$ cat src/rtl/intersection_phase_scheduler.sv
// intersection_phase_scheduler: round-robin four-phase intersection controller with
// green/yellow/all-red/walk interval timing and emergency-vehicle preemption.
module intersection_phase_scheduler #(
    parameter int GREEN_MIN = 4,
    parameter int GREEN_MAX = 10,
    parameter int YELLOW_T  = 2,
    parameter int ALLRED_T  = 1,
    parameter int WALK_T    = 6
) (
    input  logic       clk,
    input  logic       reset,
    input  logic       ew_str_sensor,
    input  logic       ew_left_sensor,
    input  logic       ns_sensor,
    input  logic       ped_button,
    input  logic       emerg,
    input  logic [1:0] emerg_dir,
    output logic [1:0] ew_str_light,
    output logic [1:0] ew_left_light,
    output logic [1:0] ns_light,
    output logic       walk,
    output logic [1:0] phase,
    output logic       busy
);
    typedef enum logic [2:0] {IDLE, GREEN, YELLOW, ALLRED, WALK, PREEMPT} state_t;

    localparam logic [7:0] G_MIN = 8'(GREEN_MIN);
    localparam logic [7:0] G_MAX = 8'(GREEN_MAX);
    localparam logic [7:0] Y_T   = 8'(YELLOW_T);
    localparam logic [7:0] A_T   = 8'(ALLRED_T);
    localparam logic [7:0] W_T   = 8'(WALK_T);

    state_t     state_q, state_d;
    logic [1:0] phase_q, phase_d;
    logic [1:0] last_q, last_d;
    logic [3:0] pend_q, pend_d;
    logic [7:0] cnt_q, cnt_d;
    logic [3:0] ins, req, own, served, enter;
    logic [1:0] win, idx;
    logic       found, arb, go, lit, yel;

    assign ins = {ped_button, ns_sensor, ew_left_sensor, ew_str_sensor};
    assign req = pend_q | ins;
    assign own = 4'b0001 << phase_q;

    // Round-robin search begins just after the most recently served phase.
    always_comb begin
        win = last_q;
        idx = last_q;
        found = 1'b0;
        for (int k = 1; k <= 4; k++) begin
            idx = last_q + 2'(k);
            if (!found && req[idx]) begin
                win = idx;
                found = 1'b1;
            end
        end
    end

    always_comb begin
        state_d = state_q;
        phase_d = phase_q;
        last_d  = last_q;
        cnt_d   = cnt_q;
        arb     = 1'b0;
        case (state_q)
            IDLE: arb = 1'b1;
            GREEN: begin
                if (emerg && emerg_dir == phase_q) begin
                    cnt_d = cnt_q;
                end else if (emerg || (cnt_q >= G_MIN && !ins[phase_q]) ||
                             (cnt_q >= G_MAX && |(req & ~own))) begin
                    state_d = YELLOW;
                    cnt_d   = 8'd1;
                end else begin
                    cnt_d = (cnt_q >= G_MAX) ? cnt_q : cnt_q + 8'd1;
                end
            end
            YELLOW: begin
                state_d = (cnt_q >= Y_T) ? ALLRED : YELLOW;
                cnt_d   = (cnt_q >= Y_T) ? 8'd1 : cnt_q + 8'd1;
            end
            WALK: begin
                state_d = (emerg || cnt_q >= W_T) ? ALLRED : WALK;
                cnt_d   = (emerg || cnt_q >= W_T) ? 8'd1 : cnt_q + 8'd1;
            end
            ALLRED: begin
                arb   = cnt_q >= A_T;
                cnt_d = cnt_q + 8'd1;
            end
            PREEMPT: begin
                // An all-red hold has no yellow to show on release.
                state_d = emerg ? PREEMPT : (phase_q == 2'd3) ? ALLRED : YELLOW;
                cnt_d   = 8'd1;
            end
            default: state_d = IDLE;
        endcase
        if (arb) begin
            state_d = emerg ? PREEMPT : !(|req) ? IDLE : (win == 2'd3) ? WALK : GREEN;
            phase_d = emerg ? emerg_dir : (|req) ? win : phase_q;
            last_d  = (!emerg && |req) ? win : last_q;
            cnt_d   = 8'd1;
        end
    end

    assign go     = arb & (emerg | (|req));
    assign served = (state_q == GREEN || state_q == WALK ||
                     (state_q == PREEMPT && phase_q != 2'd3)) ? own : 4'b0000;
    assign enter  = go ? (4'b0001 << phase_d) : 4'b0000;
    assign pend_d = (pend_q | (ins & ~served)) & ~enter;

    assign lit = state_d == GREEN || (state_d == PREEMPT && phase_d != 2'd3);
    assign yel = state_d == YELLOW;

    function automatic logic [1:0] lamp(input logic [1:0] p, input logic [1:0] ph,
                                        input logic g, input logic y);
        return (p != ph) ? 2'b00 : g ? 2'b10 : y ? 2'b01 : 2'b00;
    endfunction

    always_ff @(posedge clk) begin
        if (!reset) begin
            state_q       <= IDLE;
            phase_q       <= 2'd0;
            last_q        <= 2'd3;
            pend_q        <= 4'b0000;
            cnt_q         <= 8'd0;
            ew_str_light  <= 2'b00;
            ew_left_light <= 2'b00;
            ns_light      <= 2'b00;
            walk          <= 1'b0;
            phase         <= 2'd0;
            busy          <= 1'b0;
        end else begin
            state_q       <= state_d;
            phase_q       <= phase_d;
            last_q        <= last_d;
            pend_q        <= pend_d;
            cnt_q         <= cnt_d;
            ew_str_light  <= lamp(2'd0, phase_d, lit, yel);
            ew_left_light <= lamp(2'd1, phase_d, lit, yel);
            ns_light      <= lamp(2'd2, phase_d, lit, yel);
            walk          <= state_d == WALK;
            phase         <= (state_d == IDLE) ? 2'd0 : phase_d;
            busy          <= state_d != IDLE;
        end
    end
endmodule

$ cat config.mk
export PLATFORM = sky130hd
export DESIGN_NAME = intersection_phase_scheduler
export DESIGN_NICKNAME = d
export VERILOG_FILES = /design/src/rtl/intersection_phase_scheduler.sv
export SDC_FILE = /design/constraint.sdc
export NUM_CORES = 1
export LEC_CHECK = 0
export BUFFER_PORTS_ARGS = -buffer_cell sky130_fd_sc_hd__buf_4
export CORE_ASPECT_RATIO = 0.6
export CORE_UTILIZATION = 59
export CTS_BUF_LIST = sky130_fd_sc_hd__clkbuf_16
export DETAILED_ROUTE_END_ITERATION = 7
export PLACE_DENSITY_LB_ADDON = 0.1
export SYNTH_ARGS = -nofsm -noshare
export SYNTH_HDL_FRONTEND = slang
export SYNTH_SLANG_ARGS = --single-unit
export TNS_END_PERCENT = 20
$ cat constraint.sdc
create_clock -name clk -period 3.24 [get_ports clk]
set_clock_uncertainty 0.2 [all_clocks]
set_input_delay 0.972 -clock clk [delete_from_list [all_inputs] [get_ports clk]]
set_output_delay 0.972 -clock clk [all_outputs]
set_load 0.005 [all_outputs]
# ---- Word level (Yosys, flattened, before mapping)
# Cells that the tools add are included.
dict set report classes {
  mux 43
  div 0
  eq_ne 20
  n_shift 2
  n_bitwise 11
  n_reduce_logical 37
  mul 0
  n_addsub 4
  n_lt_le_gt_ge 10
}
# operator count
set ops {}
lappend ops {{$mux 8} 5}
lappend ops {{$pmux 8 s5} 1}
lappend ops {{$mux 3} 8}
lappend ops {{$ge 8x3->1 const B} 2}
lappend ops {{$mux 2} 8}
lappend ops {{$lt 2x3->1 const B} 5}
lappend ops {{$pmux 3 s5} 1}
lappend ops {{$and 4x4->4} 3}
lappend ops {{$eq 3x3->1 const B} 4}
lappend ops {{$mux 1} 12}
lappend ops {{$not 4->4} 3}
lappend ops {{$reduce_or 2->1} 6}
lappend ops {{$bmux 1 s2} 5}
lappend ops {{$eq 3x2->1 const B} 3}
lappend ops {{$logic_and 1x1->1} 9}
lappend ops {{$add 8x1->8 const B} 1}
lappend ops {{$ge 8x1->1 const B} 1}
lappend ops {{$ge 8x2->1 const B} 1}
lappend ops {{$ge 8x4->1 const B} 1}
lappend ops {{$mux 4} 2}
lappend ops {{$or 4x4->4} 2}
lappend ops {{$reduce_or 4->1} 2}
lappend ops {{$shl 1x2->4 const A} 2}
lappend ops {{$eq 3x1->1 const B} 2}
lappend ops {{other kinds (22)} 38}
dict set report word_totals {
  register_bits 29
  ram_bits 0
  latch_bits 0
  rom_bits 0
  elab_cells 139
  memories 0
}

# ---- Longest topological paths before layout
# Gate-level depths: netlist of the first run.
dict set report logic_depth {
  ltp_word 22
  ltp_mapped 11
  mapped_depth_nobuf 9
}

# ---- Worst setup path before layout of the first run
# OpenSTA, ideal clock, no wires.
dict set report synth_timing {
  path_type {input port to flip-flop}
  from {input port ped_button}
  to {register ew_left_light[1]}
  path_slack_ns 0.533
  arrival_time_ns 2.420
  path_stages 8
  path_cell_list {or2_1 buf_2 a21boi_0 o22a_1 o211ai_1 a311o_1 o21a_4 nor4b_2}
}
dict set report synth_between {
  elab_chain_len 22
}
# item line_no
set synth_rtl {}
lappend synth_rtl {{from (decl)} 15} ;# input logic ped_button,
lappend synth_rtl {{$or 4x4->4} 43} ;# assign req = pend_q | ins;
lappend synth_rtl {{$bmux 1 s2} 53} ;# if (!found && req[idx]) begin
lappend synth_rtl {{$mux 1 (implied by the code)} 53}
lappend synth_rtl {{$mux 1} 53}
lappend synth_rtl {{$logic_not 1->1} 53}
lappend synth_rtl {{$logic_and 1x1->1} 53}
lappend synth_rtl {{$mux 1} 53}
lappend synth_rtl {{$logic_not 1->1} 53}
lappend synth_rtl {{[4 not listed]} --}
lappend synth_rtl {{$mux 2} 53}
lappend synth_rtl {{$eq 2x2->1} 99} ;# state_d = emerg ? PREEMPT : !(|req) ? IDLE : (win == 2'd3) ? WALK : GREEN;
lappend synth_rtl {{$mux 3 (3 in a row)} 99}
lappend synth_rtl {{$mux 3} 98} ;# if (arb) begin
lappend synth_rtl {{$eq 3x3->1} 112} ;# assign lit = state_d == GREEN || (state_d == PREEMPT && phase_d != 2'd3);
lappend synth_rtl {{$logic_and 1x1->1} 112}
lappend synth_rtl {{$logic_or 1x1->1} 112}
lappend synth_rtl {{$mux 2} 117} ;# return (p != ph) ? 2'b00 : g ? 2'b10 : y ? 2'b01 : 2'b00;
lappend synth_rtl {{to (signal assigned)} 140} ;# ew_left_light <= lamp(2'd1, phase_d, lit, yel);
lappend synth_rtl {{to (decl)} 19} ;# output logic [1:0] ew_left_light,
# Several ways; a longest one is shown, not always the timed one. The select of a mux whose other input is x is not followed.
# A chain may end at the register's enable or synchronous reset.

# ---- Final worst setup path of the first run
dict set report layout_timing {
  from {input port ped_button}
  to {register cnt_q[7]}
}
dict set report layout_between {
  elab_chain_len 9
}
# item line_no
set layout_rtl {}
lappend layout_rtl {{$bmux 1 s2} 71} ;# end else if (emerg || (cnt_q >= G_MIN && !ins[phase_q]) ||
lappend layout_rtl {{$mux 1 (implied by the code)} 71}
lappend layout_rtl {{$logic_not 1->1} 71}
lappend layout_rtl {{$logic_and 1x1->1} 71}
lappend layout_rtl {{$logic_or 1x1->1} 71}
lappend layout_rtl {{$logic_or 1x1->1 (*)} 71}
lappend layout_rtl {{$mux 8} 71}
lappend layout_rtl {{$mux 8} 69} ;# if (emerg && emerg_dir == phase_q) begin
lappend layout_rtl {{$pmux 8 s5} 66} ;# case (state_q)
lappend layout_rtl {{to (signal assigned)} 138} ;# cnt_q <= cnt_d;
lappend layout_rtl {{to (decl)} 37} ;# logic [7:0] cnt_q, cnt_d;
# Every way passes the cells marked *; elsewhere a longest branch is shown, timed or not. The select of a mux whose other input is x is not followed.

==> insert_results.sql, run 1 <==
INSERT INTO impl_metrics (metric_group, metric, value, unit) VALUES
('run_status', 'run_status', 'finished, final reports clean', ''),
('worst_setup_path', 'capture_point_of_the_worst_reg_to_reg_path', 'cnt_q[7]', ''),
('place', 'placement.setup.worst_slack', '162', 'ps'),
('clock_network', 'cts-resized-gates', '0', ''),
('finish', 'layout.cells.most_common', 'sky130_fd_sc_hd__dfxtp_1', ''),
('clock_network', 'cts-htree-levels', '2', ''),
('pwr', 'p_switching', '0.905', 'mW'),
('place', 'place.detailed.hpwl', '3830', 'um'),
('clock_network', 'tritoncts', 'done', ''),
('global_route', 'grt_overflow_total', '0', ''),
('synth', 'syn-cell-area', '1980', 'um2'),
('synth', 'synth_enable_flop_cells', '0', ''),
('worst_setup_path', 'worst_setup_path_end_kind', 'register', ''),
('synth', 'synthDistinctLibCells', '60', ''),
('pwr', 'p_int', '1.23', 'mW'),
('timing', 'timing.final.ws_setup', '420', 'ps'),
('routing', 'dr.first_iter.drc_count', '351', ''),
('timing', 'final.setup.tns', '0', 'ps'),
('synth', 'synth.ff_latch_count', '29', ''),
('floorplanning', 'die_width', '76.8', 'um'),
('synth', 'postSynth.asyncResetShare', '0', '%'),
('clock_network', 'path_clk_slew', '50', 'ps'),
('floorplanning', 'dieArea', '3600', 'um2'),
('worst_setup_path', 'cp-start-kind', 'input pin', ''),
('timing', 'slew_headroom', '61.1', '%'),
('finish', 'final.fill_count', '223', ''),
('pwr', 'p_per_area', '932', 'nW/um2'),
('clock_network', 'clock_latency', '270', 'ps'),
('clock_network', 'post_cts.repair.setup_buffers', '0', ''),
('floorplanning', 'floorplan.die.height', '46.9', 'um'),
('pwr', 'comb_power_share', '47.9', '%'),
('place', 'placedCellCount', '296', ''),
('finish', 'final_layout_size_suffix_gt1_share', '19.1', '%'),
('timing', 'fmax', '0.355', 'GHz'),
('worst_setup_path', 'crit_path_end', 'cnt_q[7]', ''),
('place', 'placed_area', '2130', 'um2'),
('worst_setup_path', 'crit_fanout', '8', ''),
('global_route', 'via_count_of_the_first_global_routing_pass', '1677', ''),
('pwr', 'power.share.clock', '24.4', '%'),
('synth', 'synthCells', '245', ''),
('routing', 'num_vias', '2044', ''),
('worst_setup_path', 'worstReg2RegStart', 'cnt_q[1]', ''),
('floorplanning', 'floorplan.core_area', '3020', 'um2'),
('clock_network', 'clockBufferDepth', '2', ''),
('floorplanning', 'floorplan.initialDensity', '65.5', '%'),
('place', 'finalWeightedCongestion', '0.948', ''),
('worst_setup_path', 'r2r_slack', '600', 'ps'),
('finish', 'fin_cells', '304', ''),
('synth', 'synthXorXnorAreaFrac', '1.33', '%'),
('routing', 'average_vias_per_placed_instance', '6.72', ''),
('timing', 'grt_setup_unrepaired', 'no', ''),
('routing', 'wl_per_cell', '17.7', 'um'),
('finish', 'area_delta_synth_final', '16.1', '%'),
('worst_setup_path', 'critPathArrivalTime', '2780', 'ps'),
('synth', 'synth_area_in_compound_gates', '30.9', '%'),
('routing', 'routed_wl', '5380', 'um'),
('worst_setup_path', 'timing.critical_path.required', '3200', 'ps'),
('global_route', 'grt_max_degree', '16', ''),
('floorplanning', 'ioPinCount', '19', ''),
('floorplanning', 'floorplan.rows', '15', ''),
('routing', 'number_of_drc_violations_after_detailed_routing', '0', ''),
('place', 'place.port_buffers', '18', ''),
('clock_network', 'cts_hold_buffers', '0', ''),
('timing', 'slew_violations', '0', ''),
('global_route', 'initial_antenna_violation_count', '0', ''),
('timing', 'final-hold-violation-count', '0', ''),
('synth', 'synth.area.mux_share', '1.14', '%'),
('routing', 'drt_pass1_iterations', '5', ''),
('synth', 'post_synth_and_or_nand_nor_area_fraction', '27.7', '%'),
('clock_network', 'root_buffer', 'sky130_fd_sc_hd__clkbuf_16', ''),
('synth', 'postSynth.topFlopCell', 'sky130_fd_sc_hd__dfxtp_1', '');
==> kinds of logic (layout without fill, tap and decap cells) <==
| kind of cell | Yosys count | in the layout |
|---|---|---|
| AND/OR/NAND/NOR | 95 | 95 |
| AO/OA/AOI/OAI | 85 | 85 |
| flip-flops | 29 | 29 |
| buffers and inverters | 26 | 43 |
| adder cells (fa/ha/maj) | 6 | 6 |
| XOR/XNOR | 3 | 3 |
| multiplexers | 1 | 1 |
==> power by group through the flow <==
| stage | clock (mW) | sequential [mW] | combinational (mW) |
|---|---|---|---|
| after floorplan | 0 | 0.515 | 0.804 |
| after global placement | 0 | 0.590 | 0.965 |
| after detailed placement | 0 | 0.589 | 0.985 |
| after CTS | 0.524 | 0.585 | 0.999 |
| after global routing | 0.544 | 0.605 | 1.12 |
| final | 0.523 | 0.592 | 1.02 |
==> sequential cells by signal (all words and copies together) (netlist names) <==
register	flops
busy	1
cnt_q	8
ew_left_light	2
ew_str_light	2
last_q	2
ns_light	2
pend_q	4
phase	2
phase_q	2
state_q	3
walk	1
==> stage by stage <==
stage | util, % | hold slack [ps] | power (mW)
CTS | 76.0 | 354 | 2.11
detailed placement | 70.5 | 341 | 1.57
finish | 76.0 | 352 | 2.14
floorplan | - | 303 | 1.32
global route | 76.0 | 375 | 2.26
global placement | 70.5 | 342 | 1.56
==> cell usage after synthesis (all sizes together) (5+ instances only) <==
cell type | n | area [um2]
o21ai | 16 | 87.6
ha | 6 | 75.1
inv | 13 | 48.8
a21oi | 21 | 116
o41ai | 5 | 43.8
a31oi | 5 | 31.3
dfxtp | 29 | 581
a32oi | 6 | 52.6
and3 | 6 | 37.5
nand2b | 6 | 52.6
buf | 9 | 51.3
nor2 | 19 | 73.8
nand2 | 17 | 63.8
or2 | 6 | 37.5
nand3 | 8 | 40.0
nor3 | 11 | 55.1
and2 | 6 | 37.5
==> layout make-up <==
| type | instances | area (um2) | share of cell area (%) |
|---|---|---|---|
| clock inverters | 3 | 41.3 | 1.80 |
| repair buffers | 22 | 165 | 7.19 |
| multi-input cells | 190 | 1280 | 55.9 |
| flip-flops and latches | 29 | 581 | 25.3 |
| inverters | 13 | 48.8 | 2.13 |
| well taps | 42 | 52.6 | 2.29 |
| clock buffers | 5 | 125 | 5.45 |
==> worst max-delay path, stage by stage <==
cell	delay (ps)
sky130_fd_sc_hd__buf_4	120
sky130_fd_sc_hd__or2_1	320
sky130_fd_sc_hd__a21boi_0	210
sky130_fd_sc_hd__o22a_1	240
sky130_fd_sc_hd__o21ai_2	110
sky130_fd_sc_hd__a21oi_4	300
sky130_fd_sc_hd__nand2b_4	130
sky130_fd_sc_hd__o41ai_1	370
==> routing by layer <==
metal | share of wire, % | global-route usage, %
met1 | 48 | 48.9
met3 | 12 | 9.51
met4 | 1.2 | 6.15
met2 | 39 | 45.2
met5 | 0 | 0
==> worst min-delay path by stage <==
stage	startpoint	end	cells after the start
after CTS	pend_q[2]	pend_q[2]	1
after global placement	pend_q[2]	pend_q[2]	1
after detailed placement	pend_q[2]	pend_q[2]	1
after global routing	pend_q[2]	pend_q[2]	1
final	pend_q[2]	pend_q[2]	1
after floorplan	pend_q[3]	pend_q[3]	2
Power figures use the tool's default switching activity.
==> run 2: changes to the inputs <==
--- a/config.mk
+++ b/config.mk
@@ -10,7 +10,7 @@
 export CORE_UTILIZATION = 59
 export CTS_BUF_LIST = sky130_fd_sc_hd__clkbuf_16
 export DETAILED_ROUTE_END_ITERATION = 7
-export PLACE_DENSITY_LB_ADDON = 0.1
+export PLACE_DENSITY = 0.76
 export SYNTH_ARGS = -nofsm -noshare
 export SYNTH_HDL_FRONTEND = slang
 export SYNTH_SLANG_ARGS = --single-unit
==> run 2 against run 1 <==
Global-route usage is 2.0 points higher. Design area is 0.60% lower. Sequential cell count unchanged. Clock-buffer cell count unchanged. Utilization shrank 0.46 points. Cell count down 0.66%. Power hardly changed. Setup slack worse by 23 ps. Clock power is 2% lower. Sequential share of layout area grew 0.15 points. Maximum frequency is 0.82% lower. Worst hold slack improved by 25 ps. Critical path type unchanged. Critical endpoint is now cnt_q[5].
==> insert_results.sql, run 2 (synthesis gave the netlist of run 1 again) <==
INSERT INTO impl_metrics (metric_group, metric, value, unit) VALUES
('routing', 'number_of_drc_violations_after_detailed_routing', '0', ''),
('worst_setup_path', 'worst_setup_path_end_kind', 'register', ''),
('floorplanning', 'floorplan.rows', '15', ''),
('global_route', 'grt_usage', '34.4', '%'),
('clock_network', 'cts_buffers', '5', ''),
('routing', 'routed_wl', '5660', 'um'),
('routing', 'wl_per_cell', '18.8', 'um'),
('finish', 'multi_input_area', '1280', 'um2'),
('floorplanning', 'floorplan.initialDensity', '65.5', '%'),
('timing', 'final.setup.tns', '0', 'ps'),
('clock_network', 'cts_hold_buffers', '0', ''),
('global_route', 'grt_pass1_wl', '9300', 'um'),
('clock_network', 'clock_latency', '270', 'ps'),
('clock_network', 'cts-resized-gates', '0', ''),
('finish', 'largest_reg_flops', '8', ''),
('floorplanning', 'floorplan.core_area', '3020', 'um2'),
('hold_path', 'timing.hold.worst.class', 'reg -> reg', ''),
('global_route', 'grt_max_degree', '16', ''),
('pwr', 'power.share.clock', '23.9', '%'),
('worst_setup_path', 'critPathArrivalTime', '2790', 'ps'),
('timing', 'period_needed', '2840', 'ps'),
('run', 'drv_cap', '0', ''),
('clock_network', 'path_clk_slew', '50', 'ps'),
('finish', 'design_area', '2280', 'um2'),
('place', 'place.detailed.hpwl', '4090', 'um'),
('clock_network', 'clockBufferDepth', '2', ''),
('finish', 'final.fill_count', '215', ''),
('timing', 'slew_headroom', '54.6', '%'),
('pwr', 'comb_power_share', '48.1', '%'),
('finish', 'antennaDiodeCount', '0', ''),
('worst_setup_path', 'timing.critical_path.required', '3190', 'ps'),
('finish', 'largest_register', 'cnt_q', ''),
('clock_network', 'cts-htree-levels', '2', ''),
('clock_network', 'cts_num_sinks', '29', ''),
('timing', 'timing.hold.ws', '378', 'ps'),
('place', 'finalWeightedCongestion', '0.997', ''),
('pwr', 'p_int', '1.23', 'mW'),
('finish', 'final_layout_size_suffix_gt1_share', '18.8', '%'),
('floorplanning', 'die_width', '76.8', 'um'),
('finish', 'top_regs', 'cnt_q x8, pend_q x4, state_q x3', ''),
('worst_setup_path', 'cp-start-kind', 'input pin', ''),
('worst_setup_path', 'type_of_the_worst_setup_path', 'in -> reg', ''),
('finish', 'layout.cells.most_common', 'sky130_fd_sc_hd__dfxtp_1', ''),
('routing', 'num_vias', '2047', ''),
('timing', 'finalCritPeriodShare', '87.8', '%'),
('place', 'placed_area', '2120', 'um2'),
('pwr', 'p_per_area', '938', 'nW/um2'),
('pwr', 'switching_share', '42.5', '%'),
('floorplanning', 'floorplan.die.height', '46.9', 'um'),
('routing', 'drt_pass1_iterations', '5', ''),
('global_route', 'initial_antenna_violation_count', '0', ''),
('floorplanning', 'dieArea', '3600', 'um2'),
('pwr', 'seq_power_share', '28.0', '%'),
('clock_network', 'root_buffer', 'sky130_fd_sc_hd__clkbuf_16', ''),
('global_route', 'via_count_of_the_first_global_routing_pass', '1898', ''),
('finish', 'design.final.nets', '275', ''),
('clock_network', 'tritoncts', 'done', ''),
('place', 'place.port_buffers', '18', ''),
('pwr', 'total_leakage_power', '0.917', 'nW'),
('finish', 'layout.area.seq', '581', 'um2'),
('timing', 'grt_setup_unrepaired', 'no', ''),
('clock_network', 'post_cts.repair.setup_buffers', '0', ''),
('pwr', 'vdd_ir_drop_max', '718', 'uV'),
('timing', 'final-hold-violation-count', '0', ''),
('timing', 'timing_worst_slew_pin_value', '682', 'ps'),
('routing', 'route.antenna.remaining_nets', '0', ''),
('timing', 'fmax', '0.352', 'GHz'),
('timing', 'slew_violations', '0', ''),
('routing', 'dr.first_iter.drc_count', '279', ''),
('run_status', 'run_status', 'finished, final reports clean', ''),
('global_route', 'grt_overflow_total', '0', ''),
('finish', 'layout_common_cells', 'sky130_fd_sc_hd__dfxtp_1, sky130_fd_sc_hd__buf_4, sky130_fd_sc_hd__a21oi_1', ''),
('timing', 'finalSetupViolCount', '0', ''),
('pwr', 'p_switching', '0.909', 'mW'),
('routing', 'average_vias_per_placed_instance', '6.78', ''),
('floorplanning', 'ioPinCount', '19', ''),
('finish', 'area_delta_synth_final', '15.4', '%'),
('worst_setup_path', 'crit_fanout', '8', '');
==> run 2: per-layer routing <==
metal | global-route usage, % | wire length (um)
met1 | 45.3 | 2490
met3 | 11.8 | 763
met2 | 52.5 | 2310
met5 | 0 | 0
met4 | 15.0 | 99
==> run 2: cell type report <==
class	instances	share of cell area (%)
clock buffer	5	5.48
clock inverter	2	1.54
inverter	13	2.14
multi-input combinational	190	56.2
sequential	29	25.4
tap	42	2.30
timing repair buffer	21	6.91
==> run 2: through the flow <==
step                worst slack (ps)  util, %  power, mW  std cells
floorplan                        533        -       1.32        245
global placement                 284     70.2       1.54        295
detailed placement               148     70.2       1.58        295
CTS                              429     75.5       2.11        302
global route                     137     75.5       2.26        302
finish                           396     75.5       2.14        302
==> run 2: worst paths after layout <==
path	to	start	slack [ps]	depth (start not counted)
max reg2reg	cnt_q[5]	cnt_q[1]	430	7
max	cnt_q[5]	ped_button	400	8
min reg2reg	cnt_q[7]	cnt_q[7]	380	1
min	cnt_q[7]	cnt_q[7]	380	1
==> run 2: power groups by stage <==
stage / combinational (mW) / clock [mW] / sequential (mW)
2_1_floorplan: 0.804 / 0 / 0.515
5_1_grt: 1.12 / 0.527 / 0.610
3_3_place_gp: 0.952 / 0 / 0.587
4_1_cts: 1.00 / 0.514 / 0.591
6_report: 1.03 / 0.512 / 0.600
3_5_place_dp: 0.986 / 0 / 0.596
==> run 2: critical path: stages <==
cell	delay, ps
sky130_fd_sc_hd__buf_4	130
sky130_fd_sc_hd__or2_1	330
sky130_fd_sc_hd__a21boi_0	200
sky130_fd_sc_hd__o22a_1	240
sky130_fd_sc_hd__o21ai_2	120
sky130_fd_sc_hd__a21oi_4	300
sky130_fd_sc_hd__nand2b_4	120
sky130_fd_sc_hd__o41ai_1	380
